File: src/rtl/multicycle_ctrl.sv
// rtl/multicycle_ctrl.sv - multi-cycle RV32I sequencer: fetch, decode, exec, mem, write-back, sticky halt
module multicycle_ctrl #(
  parameter logic [31:0] RESET_PC    = 32'h0000_0000,
  parameter int unsigned MEM_TIMEOUT = 255
) (
  input  logic        clock,
  input  logic        reset,
  output logic        imem_req,
  output logic [31:0] imem_addr,
  input  logic        imem_ready,
  input  logic [31:0] imem_rdata,
  output logic [31:0] instr,
  input  logic        branch,
  input  logic        mem_read,
  input  logic        mem_write,
  input  logic        reg_write,
  input  logic [31:0] imm,
  input  logic        alu_cond,
  output logic        dmem_req,
  output logic        dmem_we,
  input  logic        dmem_ready,
  output logic        rf_we,
  output logic        rf_wsel,
  output logic [31:0] pc,
  output logic        retire,
  output logic [31:0] instret,
  output logic        halted,
  output logic [1:0]  err_code
);

  typedef enum logic [2:0] {
    S_FETCH  = 3'd0,
    S_DECODE = 3'd1,
    S_EXEC   = 3'd2,
    S_MEM    = 3'd3,
    S_WB     = 3'd4,
    S_HALT   = 3'd5
  } state_t;

  localparam logic [6:0] OPC_LOAD   = 7'b0000011;
  localparam logic [6:0] OPC_STORE  = 7'b0100011;
  localparam logic [6:0] OPC_OP     = 7'b0110011;
  localparam logic [6:0] OPC_OPIMM  = 7'b0010011;
  localparam logic [6:0] OPC_BRANCH = 7'b1100011;

  // Timeout fires on the wait cycle that would bring the count to MEM_TIMEOUT.
  localparam logic [7:0] WAIT_LIMIT = 8'(MEM_TIMEOUT - 1);

  state_t      r_state;
  logic        r_run;
  logic [31:0] r_pc;
  logic [31:0] r_instr;
  logic [31:0] r_instret;
  logic [1:0]  r_err;
  logic [7:0]  r_wait;
  logic        r_retire;

  logic [31:0] w_target;
  logic [31:0] w_pc4;
  logic        w_wait_hit;
  logic        w_legal;
  // Write-back is implied by the instruction class; rd=x0 is filtered by the register file.
  logic        w_unused_reg_write;

  assign w_unused_reg_write = reg_write;
  assign w_pc4      = r_pc + 32'd4;
  assign w_target   = r_pc + (alu_cond ? imm : 32'd4);
  assign w_wait_hit = (r_wait == WAIT_LIMIT);

  always_comb begin
    case (r_instr[6:0])
      OPC_LOAD, OPC_STORE, OPC_OP, OPC_OPIMM, OPC_BRANCH: w_legal = 1'b1;
      default:                                            w_legal = 1'b0;
    endcase
  end

  // r_run holds off the first fetch until one edge after reset release.
  always_ff @(posedge clock or negedge reset) begin
    if (!reset) begin
      r_state   <= S_FETCH;
      r_run     <= 1'b0;
      r_pc      <= RESET_PC;
      r_instr   <= 32'h0000_0013;
      r_instret <= 32'd0;
      r_err     <= 2'd0;
      r_wait    <= 8'd0;
      r_retire  <= 1'b0;
    end else begin
      r_run    <= 1'b1;
      r_retire <= 1'b0;
      if (r_run) begin
        case (r_state)
          S_FETCH: begin
            if (imem_ready) begin
              r_instr <= imem_rdata;
              r_state <= S_DECODE;
            end else if (w_wait_hit) begin
              r_state <= S_HALT;
              r_err   <= 2'd2;
            end else begin
              r_wait <= r_wait + 8'd1;
            end
          end
          S_DECODE: begin
            if (w_legal) begin
              r_state <= S_EXEC;
            end else begin
              r_state <= S_HALT;
              r_err   <= 2'd1;
            end
          end
          S_EXEC: begin
            if (branch) begin
              if (w_target[1:0] != 2'b00) begin
                r_state <= S_HALT;
                r_err   <= 2'd3;
              end else begin
                r_pc      <= w_target;
                r_instret <= r_instret + 32'd1;
                r_retire  <= 1'b1;
                r_wait    <= 8'd0;
                r_state   <= S_FETCH;
              end
            end else if (mem_read || mem_write) begin
              r_wait  <= 8'd0;
              r_state <= S_MEM;
            end else begin
              r_state <= S_WB;
            end
          end
          S_MEM: begin
            if (dmem_ready) begin
              if (mem_read) begin
                r_state <= S_WB;
              end else begin
                r_pc      <= w_pc4;
                r_instret <= r_instret + 32'd1;
                r_retire  <= 1'b1;
                r_wait    <= 8'd0;
                r_state   <= S_FETCH;
              end
            end else if (w_wait_hit) begin
              r_state <= S_HALT;
              r_err   <= 2'd2;
            end else begin
              r_wait <= r_wait + 8'd1;
            end
          end
          S_WB: begin
            r_pc      <= w_pc4;
            r_instret <= r_instret + 32'd1;
            r_retire  <= 1'b1;
            r_wait    <= 8'd0;
            r_state   <= S_FETCH;
          end
          S_HALT: r_state <= S_HALT;
          default: begin
            r_state <= S_HALT;
            r_err   <= 2'd1;
          end
        endcase
      end
    end
  end

  assign imem_req  = r_run && (r_state == S_FETCH);
  assign imem_addr = r_pc;
  assign instr     = r_instr;
  assign dmem_req  = (r_state == S_MEM);
  assign dmem_we   = dmem_req && mem_write;
  assign rf_we     = (r_state == S_WB);
  assign rf_wsel   = rf_we && mem_read;
  assign pc        = r_pc;
  assign retire    = r_retire;
  assign instret   = r_instret;
  assign halted    = (r_state == S_HALT);
  assign err_code  = r_err;

endmodule

File: config.mk
export PLATFORM = sky130hd
export DESIGN_NAME = multicycle_ctrl
export DESIGN_NICKNAME = d
export VERILOG_FILES = /design/src/rtl/multicycle_ctrl.sv
export SDC_FILE = /design/constraint.sdc
export NUM_CORES = 1
export LEC_CHECK = 0
export ABC_AREA = 1
export CAP_MARGIN = 30
export CORE_MARGIN = 8
export CORE_UTILIZATION = 50
export CTS_CLUSTER_DIAMETER = 80
export DETAILED_ROUTE_END_ITERATION = 6
export PLACE_DENSITY_LB_ADDON = 0.3
export SYNTH_ARGS = -nofsm -noshare
export SYNTH_HDL_FRONTEND = slang
export SYNTH_SLANG_ARGS = --single-unit
File: constraint.sdc
create_clock -name clock -period 6 [get_ports clock]
set_input_delay 0.9 -clock clock [delete_from_list [all_inputs] [get_ports clock]]
set_output_delay 0.9 -clock clock [all_outputs]
set_load 0.01 [all_outputs]
Word level (Yosys, flattened, before mapping)
Cells that the tools add are included.
{"block": "op_classes", "add_sub_neg": 4, "eq_ne": 22, "mux": 42, "n_bitwise": 1, "reduce_logical": 14}
{"cell": "2-to-1 mux 32 bit", "count": 9}
{"cell": "case mux 32 bit (3 select lines)", "count": 2}
{"cell": "2-to-1 mux 8 bit", "count": 7}
{"cell": "adder 32 x 1 -> 32 bit, second input constant", "count": 1}
{"cell": "adder 32 x 3 -> 32 bit, second input constant", "count": 1}
{"cell": "adder 32 bit", "count": 1}
{"cell": "case mux 8 bit (4 select lines)", "count": 1}
{"cell": "2-to-1 mux 3 bit", "count": 8}
{"cell": "case mux 3 bit (5 select lines)", "count": 1}
{"cell": "equality test 7 x 6 -> 1 bit, second input constant", "count": 2}
{"cell": "!= test 2 bit, second input constant", "count": 7}
{"cell": "2-to-1 mux 2 bit", "count": 6}
{"cell": "AND reduction 6 bit", "count": 2}
{"cell": "case mux 2 bit (5 select lines)", "count": 1}
{"cell": "!= test 3 bit, second input constant", "count": 3}
{"cell": "adder 8 x 1 -> 8 bit, second input constant", "count": 1}
{"cell": "equality test 8 bit, second input constant", "count": 1}
{"cell": "equality test 7 x 2 -> 1 bit, second input constant", "count": 1}
{"cell": "equality test 7 x 5 -> 1 bit, second input constant", "count": 1}
{"cell": "equality test 7 bit, second input constant", "count": 1}
{"cell": "AND reduction 7 bit", "count": 1}
{"cell": "equality test 3 x 2 -> 1 bit, second input constant", "count": 2}
{"cell": "equality test 3 bit, second input constant", "count": 2}
{"cell": "2-to-1 mux 1 bit", "count": 6}
{"cell": "other kinds (13)", "count": 15}
{"block": "word_totals", "reg_bits": 111, "in_bits": 73, "out_inout_bits": 137, "word_cells": 91}

Logic depth before layout (Yosys ltp)
Gate-level depths: netlist (run 1).
{"block": "logic_depth", "depth_word": 7, "depth_mapped": 16, "mapped_depth_nobuf": 16}

Worst setup path after synthesis (run 1)
No wires, ideal clock.
{"block": "synth_timing", "path_type": "input port to flip-flop", "from": "input alu_cond", "to": "register r_pc[13], in the netlist imem_addr[13]", "setup_time_ns": 0.118, "arrival_time_ns": 2.800, "required_ns": 5.882, "slack_ns": 3.082, "cell_stages": 14, "path_buffers": 2, "cell_sequence": "clkbuf_1 -> nand2_1 -> inv_1 -> fa_1 -> or2_2 -> nand2_1 -> o21ai_1 -> nor2_4 -> nand2_4 -> inv_4 -> buf_4 -> nand2_1 -> a21oi_1 -> nor2_1"}
{"block": "synth_via", "elab_chain_cells": 5, "elab_cells_between_ends": 8, "classes_between": "1 x add/sub; 1 x eq/ne; 4 x mux; 2 x reduce/logical"}
{"item": "start: declaration", "line_no": "18", "text": "input logic alu_cond,"}
{"item": "2-to-1 mux 32 bit *", "line_no": "67", "text": "assign w_target = r_pc + (alu_cond ? imm : 32'd4);"}
{"item": "adder 32 bit *", "line_no": "67"}
{"item": "nonzero test 2 bit / 2-to-1 mux 32 bit (equally long branches)", "line_no": "114", "text": "if (w_target[1:0] != 2'b00) begin"}
{"item": "!= test 2 bit (no source line) / 2-to-1 mux 32 bit (equally long branches)"}
{"item": "AND reduction 6 bit (no source line) / case mux 32 bit (3 select lines) (equally long branches)"}
{"item": "end signal: assignment", "line_no": "118", "text": "r_pc <= w_target;"}
{"item": "end signal: assignment", "line_no": "136", "text": "r_pc <= w_pc4;"}
{"item": "end signal: assignment", "line_no": "150", "text": "r_pc <= w_pc4;"}
{"item": "end: declaration", "line_no": "51", "text": "logic [31:0] r_pc;"}
Mark *: on every way between the ends. The rest lies on a longest branch, timed or not. The select of a mux whose other input is x is not followed.
A chain may end at the register's enable or synchronous reset.

Worst setup path after layout (run 1)
{"block": "layout_timing", "from": "input alu_cond", "to": "register r_pc[21], in the netlist imem_addr[21]"}
The elaborated chain is that of the path after synthesis.

==> qor.csv, run 1 <==
metric,value,unit
globalplace.congestion,0.9666,
numCtsBuffers,9,
crit_slowest_cell,inv_4,
skew,13.82,ps
vias_per_cell,5.140,
drtAntennaViolNets,0,
cp-end-kind,flip-flop,
core,0.01790,mm²
syn_nets,1498,
vias,9206,
status,completed,
start_util,50.60,%
relSlewSlack,48.82,%
instances_no_fill,1791,
r2r_end,imem_addr[21],
hold_class,reg2reg,
gr-usage-all-layers,22.98,%
multi_input_area,0.005060,mm²
cts_tree,built,
clk_latency,360,ps
syn_avg_cell_area,6.522,µm²
drc,0,
worstPathMaxFanout,63,
fp.dieW,150.6,µm
cts_buffer_depth,2,
pwr-share-clk,41.8,%
yosysUniqueCellTypes,43,
crit_required,6290,ps
power.switching,0.3891,mW
drive_above_1_share,5.250,%
power_leakage,6.031,nW
antenna_cells,0,
fin_tns_setup,0,ps
dr.pass1.iters,7,
cap_viol_max_count,0,
register_area,0.002781,mm²
whs_path_depth,1,
grt_overflow_total,0,
irDropWorstVdd,0.1145,mV
antenna_found_initial,0,
routedWlPerCell,14.97,µm
p_total,1.545,mW
worst_pin_slew,767.6,ps
crit_path_start_kind,primary input,
period_minus_slack,4370,ps
cts-htree-levels,3,
layout_common_cells,"nand2_1, inv_1, clkdlybuf4s50_1, nor2_1, dfrtp_1",
ys_seq_area_share,30.70,%
grt_pass1_vias,8449,
dr.first_iter.drc_count,585,
worstPathCellList,clkdlybuf4s50_1 > buf_4 > nand2_1 > inv_1 > ha_1 > fa_1 > or2_2 > nand2_1 > o21ai_1 > nor2_4 > nand2_4 > inv_4 > nand2_2 > o21ai_0 > nand2_1 > nand2_1,
die_height,150.6,µm
worst_path_most_repeated_cell,nand2_1,
cp.arrival,4660,ps
mostFrequentLayoutCell,nand2_1,
slowest_delay,610,ps
syn_inst,1389,
pin_count,210,
cts.clk_slew.worst_paths,70,ps
ys_async_sr_fraction,100.0,%
dpl.cell_count,1775,
post-cts-setup-buffers,0,
synth-main-ff-cell,dfrtp_1,
grt_setup_unrepaired,no,
cts_resized,0,
rr_worst_depth,12,
min_to,instr[19],
swShare,25.17,%
finalHoldViolCount,0,
hold_start,instr[19],
max_freq,228.8,MHz
worstSetupPathType,in2reg,
holdBufCountCts,0,
p_per_area,135.2,mW/mm²
rows,49,
seqPwrFrac,48.5,%
setup_viol,0,
wl,26.81,mm
intPower,1.156,mW
reg2reg_from,imem_addr[0],
grt_pass1_wl,42.15,mm
io_buffers,208,
period_share,72.84,%
root_buffer,clkbuf_16,
finish.utilization,63.87,%
slew_violations,0,
yosysWarnings,0,
ys_seq_elements,111,
timing.hold.ws,507.8,ps
combPwrFrac,9.7,%
place.detailed.hpwl,21.30,mm
clock-sinks,111,
syn2layout_area_growth,26.22,%
grt_max_degree,64,
fillers,1667,
syn_area,0.009059,mm²
synth_edf_count,0,
fin_nets,1666,
rrSetupSlack,2570,ps
dieArea,0.02268,mm²
-- worst max-delay path, delay by kind of cell --
family	cells	cell delay [ps]
simple gates	8	1440
fa+ha+maj	2	580
compound gates	2	270
buf+inv	4	1440
-- power groups by stage --
stage | clock (mW) | combinational [mW] | sequential (mW)
after global routing | 0.688 | 0.168 | 0.750
after global placement | 0 | 0.148 | 0.765
after floorplan | 0 | 0.0640 | 0.765
final | 0.646 | 0.150 | 0.750
after detailed placement | 0 | 0.150 | 0.765
after CTS | 0.658 | 0.151 | 0.750
-- synthesized netlist by cell type (7+ instances only) --
master / number / area share, %
or2_2: 7 / 0.48
clkbuf_1: 9 / 0.37
inv_1: 223 / 9.2
a31oi_1: 8 / 0.55
o22ai_1: 13 / 0.90
nor3_1: 28 / 1.5
nor2_1: 121 / 5.0
a21oi_1: 42 / 2.3
nand3_1: 82 / 4.5
nand4_1: 14 / 0.97
mux2_2: 31 / 3.9
buf_2: 8 / 0.44
xor2_1: 40 / 3.9
nand2_1: 478 / 20
ha_1: 35 / 4.8
o21bai_1: 7 / 0.58
dfrtp_1: 108 / 30
o21ai_0: 40 / 2.2
buf_4: 36 / 3.0
xnor2_1: 7 / 0.68
-- metrics by stage --
step	cell area, µm²	setup slack (ps)
finish	11430	1630
global route	11430	1303
CTS	11430	1633
detailed placement	11110	1251
global placement	11080	1253
floorplan	9059	3082
-- kinds of logic after synthesis --
group | count (synthesis) | share of synthesized area, %
other cells | 1 | 0.04140
simple gates | 759 | 34.85
xor+xnor | 47 | 4.544
fa+ha+maj | 36 | 5.055
mux | 31 | 3.854
flops | 111 | 30.70
compound gates | 123 | 7.514
buf+inv | 281 | 13.44
-- routing by layer --
layer / share of wire (%) / wire length [µm] / up-vias / global-route usage [%]
met2: 48 / 12820 / 299 / 39.51
met1: 44 / 11850 / 4210 / 29.78
met5: 0 / 0 / - / 0
met3: 6.5 / 1748 / 27 / 2.976
li1: - / - / 4670 / -
met4: 1.4 / 387 / 0 / 6.235
-- cell type report --
type	count	area share [%]
multi-input cells	997	44.25
flip-flops and latches	111	24.33
repair buffers	212	18.63
inverters	226	7.441
well taps	229	2.506
clock buffers	9	1.970
clock inverters	7	0.8755
-- sequential cells by signal, indices dropped and copies added (netlist names) --
| register | flops |
|---|---|
| r_run | 1 |
| err_code | 2 |
| r_wait | 8 |
| imem_addr | 32 |
| retire | 1 |
| r_state | 3 |
| instr | 32 |
| instret | 32 |
-- worst max path at each step --
stage,from,to,depth (start not counted)
final,alu_cond,imem_addr[21],16
after global routing,alu_cond,imem_addr[21],16
after CTS,alu_cond,imem_addr[12],15
after detailed placement,alu_cond,imem_addr[12],15
after global placement,alu_cond,imem_addr[12],15
after floorplan,alu_cond,imem_addr[13],14
Power figures use the tool's default switching activity.
==> run 2, diff against run 1 <==
clock period = 4.1 ns   (was 6 ns; I/O delays follow)
==> qor.csv, run 2 (synthesized netlist as in run 1, its figures left out) <==
metric,value,unit
status,completed,
post-cts-setup-buffers,0,
cts_resized,0,
finalInstanceArea,0.01145,mm²
rrSetupSlack,1280,ps
vias,9227,
cp-end-kind,flip-flop,
hold_class,in2async,
drc,0,
period_minus_slack,3207,ps
cap_viol_max_count,0,
clk_latency,360,ps
dr.first_iter.drc_count,562,
crit_path_start_kind,primary input,
fin_tns_setup,0,ps
grt_pass1_vias,9078,
skew,9.408,ps
grt_setup_unrepaired,no,
wl,27.33,mm
timing.hold.ws,212.7,ps
start_util,50.60,%
finish.utilization,63.94,%
holdBufCountCts,0,
routedWlPerCell,15.23,µm
power_leakage,6.041,nW
preCtsSetupSlack,545.2,ps
mostFrequentLayoutCell,nand2_1,
period_share,78.22,%
crit_required,4340,ps
p_total,2.233,mW
dieArea,0.02268,mm²
worstSetupPathType,in2reg,
grt_overflow_total,0,
drive_above_1_share,5.492,%
drtAntennaViolNets,0,
root_buffer,clkbuf_16,
cts.clk_slew.worst_paths,80,ps
worstPathMaxFanout,43,
gr-usage-all-layers,24.33,%
io_buffers,208,
max_freq,311.8,MHz
die_height,150.6,µm
antenna_found_initial,0,
grt_pass1_wl,44.60,mm
fin_nets,1670,
numCtsBuffers,9,
worst_pin_slew,916.7,ps
irDropWorstVdd,0.2111,mV
grt_max_degree,53,
dr.pass1.iters,5,
reg2reg_from,imem_addr[0],
fp.dieW,150.6,µm
layout_common_cells,"nand2_1, inv_1, clkdlybuf4s50_1, nor2_1, dfrtp_1",
relSlewSlack,38.74,%
slew_violations,0,
pin_count,210,
vias_per_cell,5.140,
cts_tree,built,
cp.arrival,3450,ps
rr_worst_depth,11,
dpl.cell_count,1779,
p_per_area,195.0,mW/mm²
finalHoldViolCount,0,
syn2layout_area_growth,26.37,%
globalplace.congestion,0.9611,
rows,49,
worst_slack,892.8,ps
setup_viol,0,
core,0.01790,mm²
place.detailed.hpwl,21.87,mm
antenna_cells,0,
cts_buffer_depth,2,
clock-sinks,111,
r2r_end,imem_addr[12],
place_area,0.01114,mm²
cts-htree-levels,3,
instances_no_fill,1795,
run 2: changes by cell type in the layout (fill, tap and decap cells not counted), sizes merged:
cell / change
inv: -1
buf: +4
clkinvlp: +1
run 2: worst max-delay path by stage:
stage               startpoint            end  slack [ps]  depth (start not counted)
floorplan             alu_cond  imem_addr[13]        1470                         14
global placement      alu_cond  imem_addr[12]         590                         14
detailed placement    alu_cond  imem_addr[12]         550                         14
CTS                   alu_cond  imem_addr[12]         890                         14
global route          alu_cond  imem_addr[12]         670                         14
finish                alu_cond  imem_addr[12]         890                         14
run 2: layout make-up:
cell class                      count  area, µm²
Sequential cell                   111       2781
Timing Repair Buffer              216       2160
Inverter                          226      850.8
Multi-Input combinational cell    997       5060
Fill cell                        1654       6455
Clock inverter                      7      83.83
Clock buffer                        9      225.2
Tap cell                          229      286.5
run 2: routing by layer:
metal	vias up	part of all wire [%]	track usage, %	wire length (µm)
li1	4660	-	-	-
met1	4237	44	31.13	11950
met2	297	48	42.58	13230
met3	33	6.4	3.126	1738
met4	0	1.5	6.037	405
met5	-	0	0	0
run 2: worst max-delay path, stage by stage:
cell and delay [ps]:
clkdlybuf4s50_1 510, nand2_1 70, inv_1 50, ha_1 180, fa_1 410, or2_2 340
nand2_1 100, o21ai_1 100, nor2_4 110, nand2_4 60, inv_4 330, nand2_2 320
nand3_1 170, a21oi_1 80
run 2: report_power, final:
group | internal (mW) | leakage (nW) | switching [mW]
Clock | 0.483 | 0.150 | 0.428
Combinational | 0.106 | 4.50 | 0.118
Sequential | 1.10 | 1.39 | 0.00156
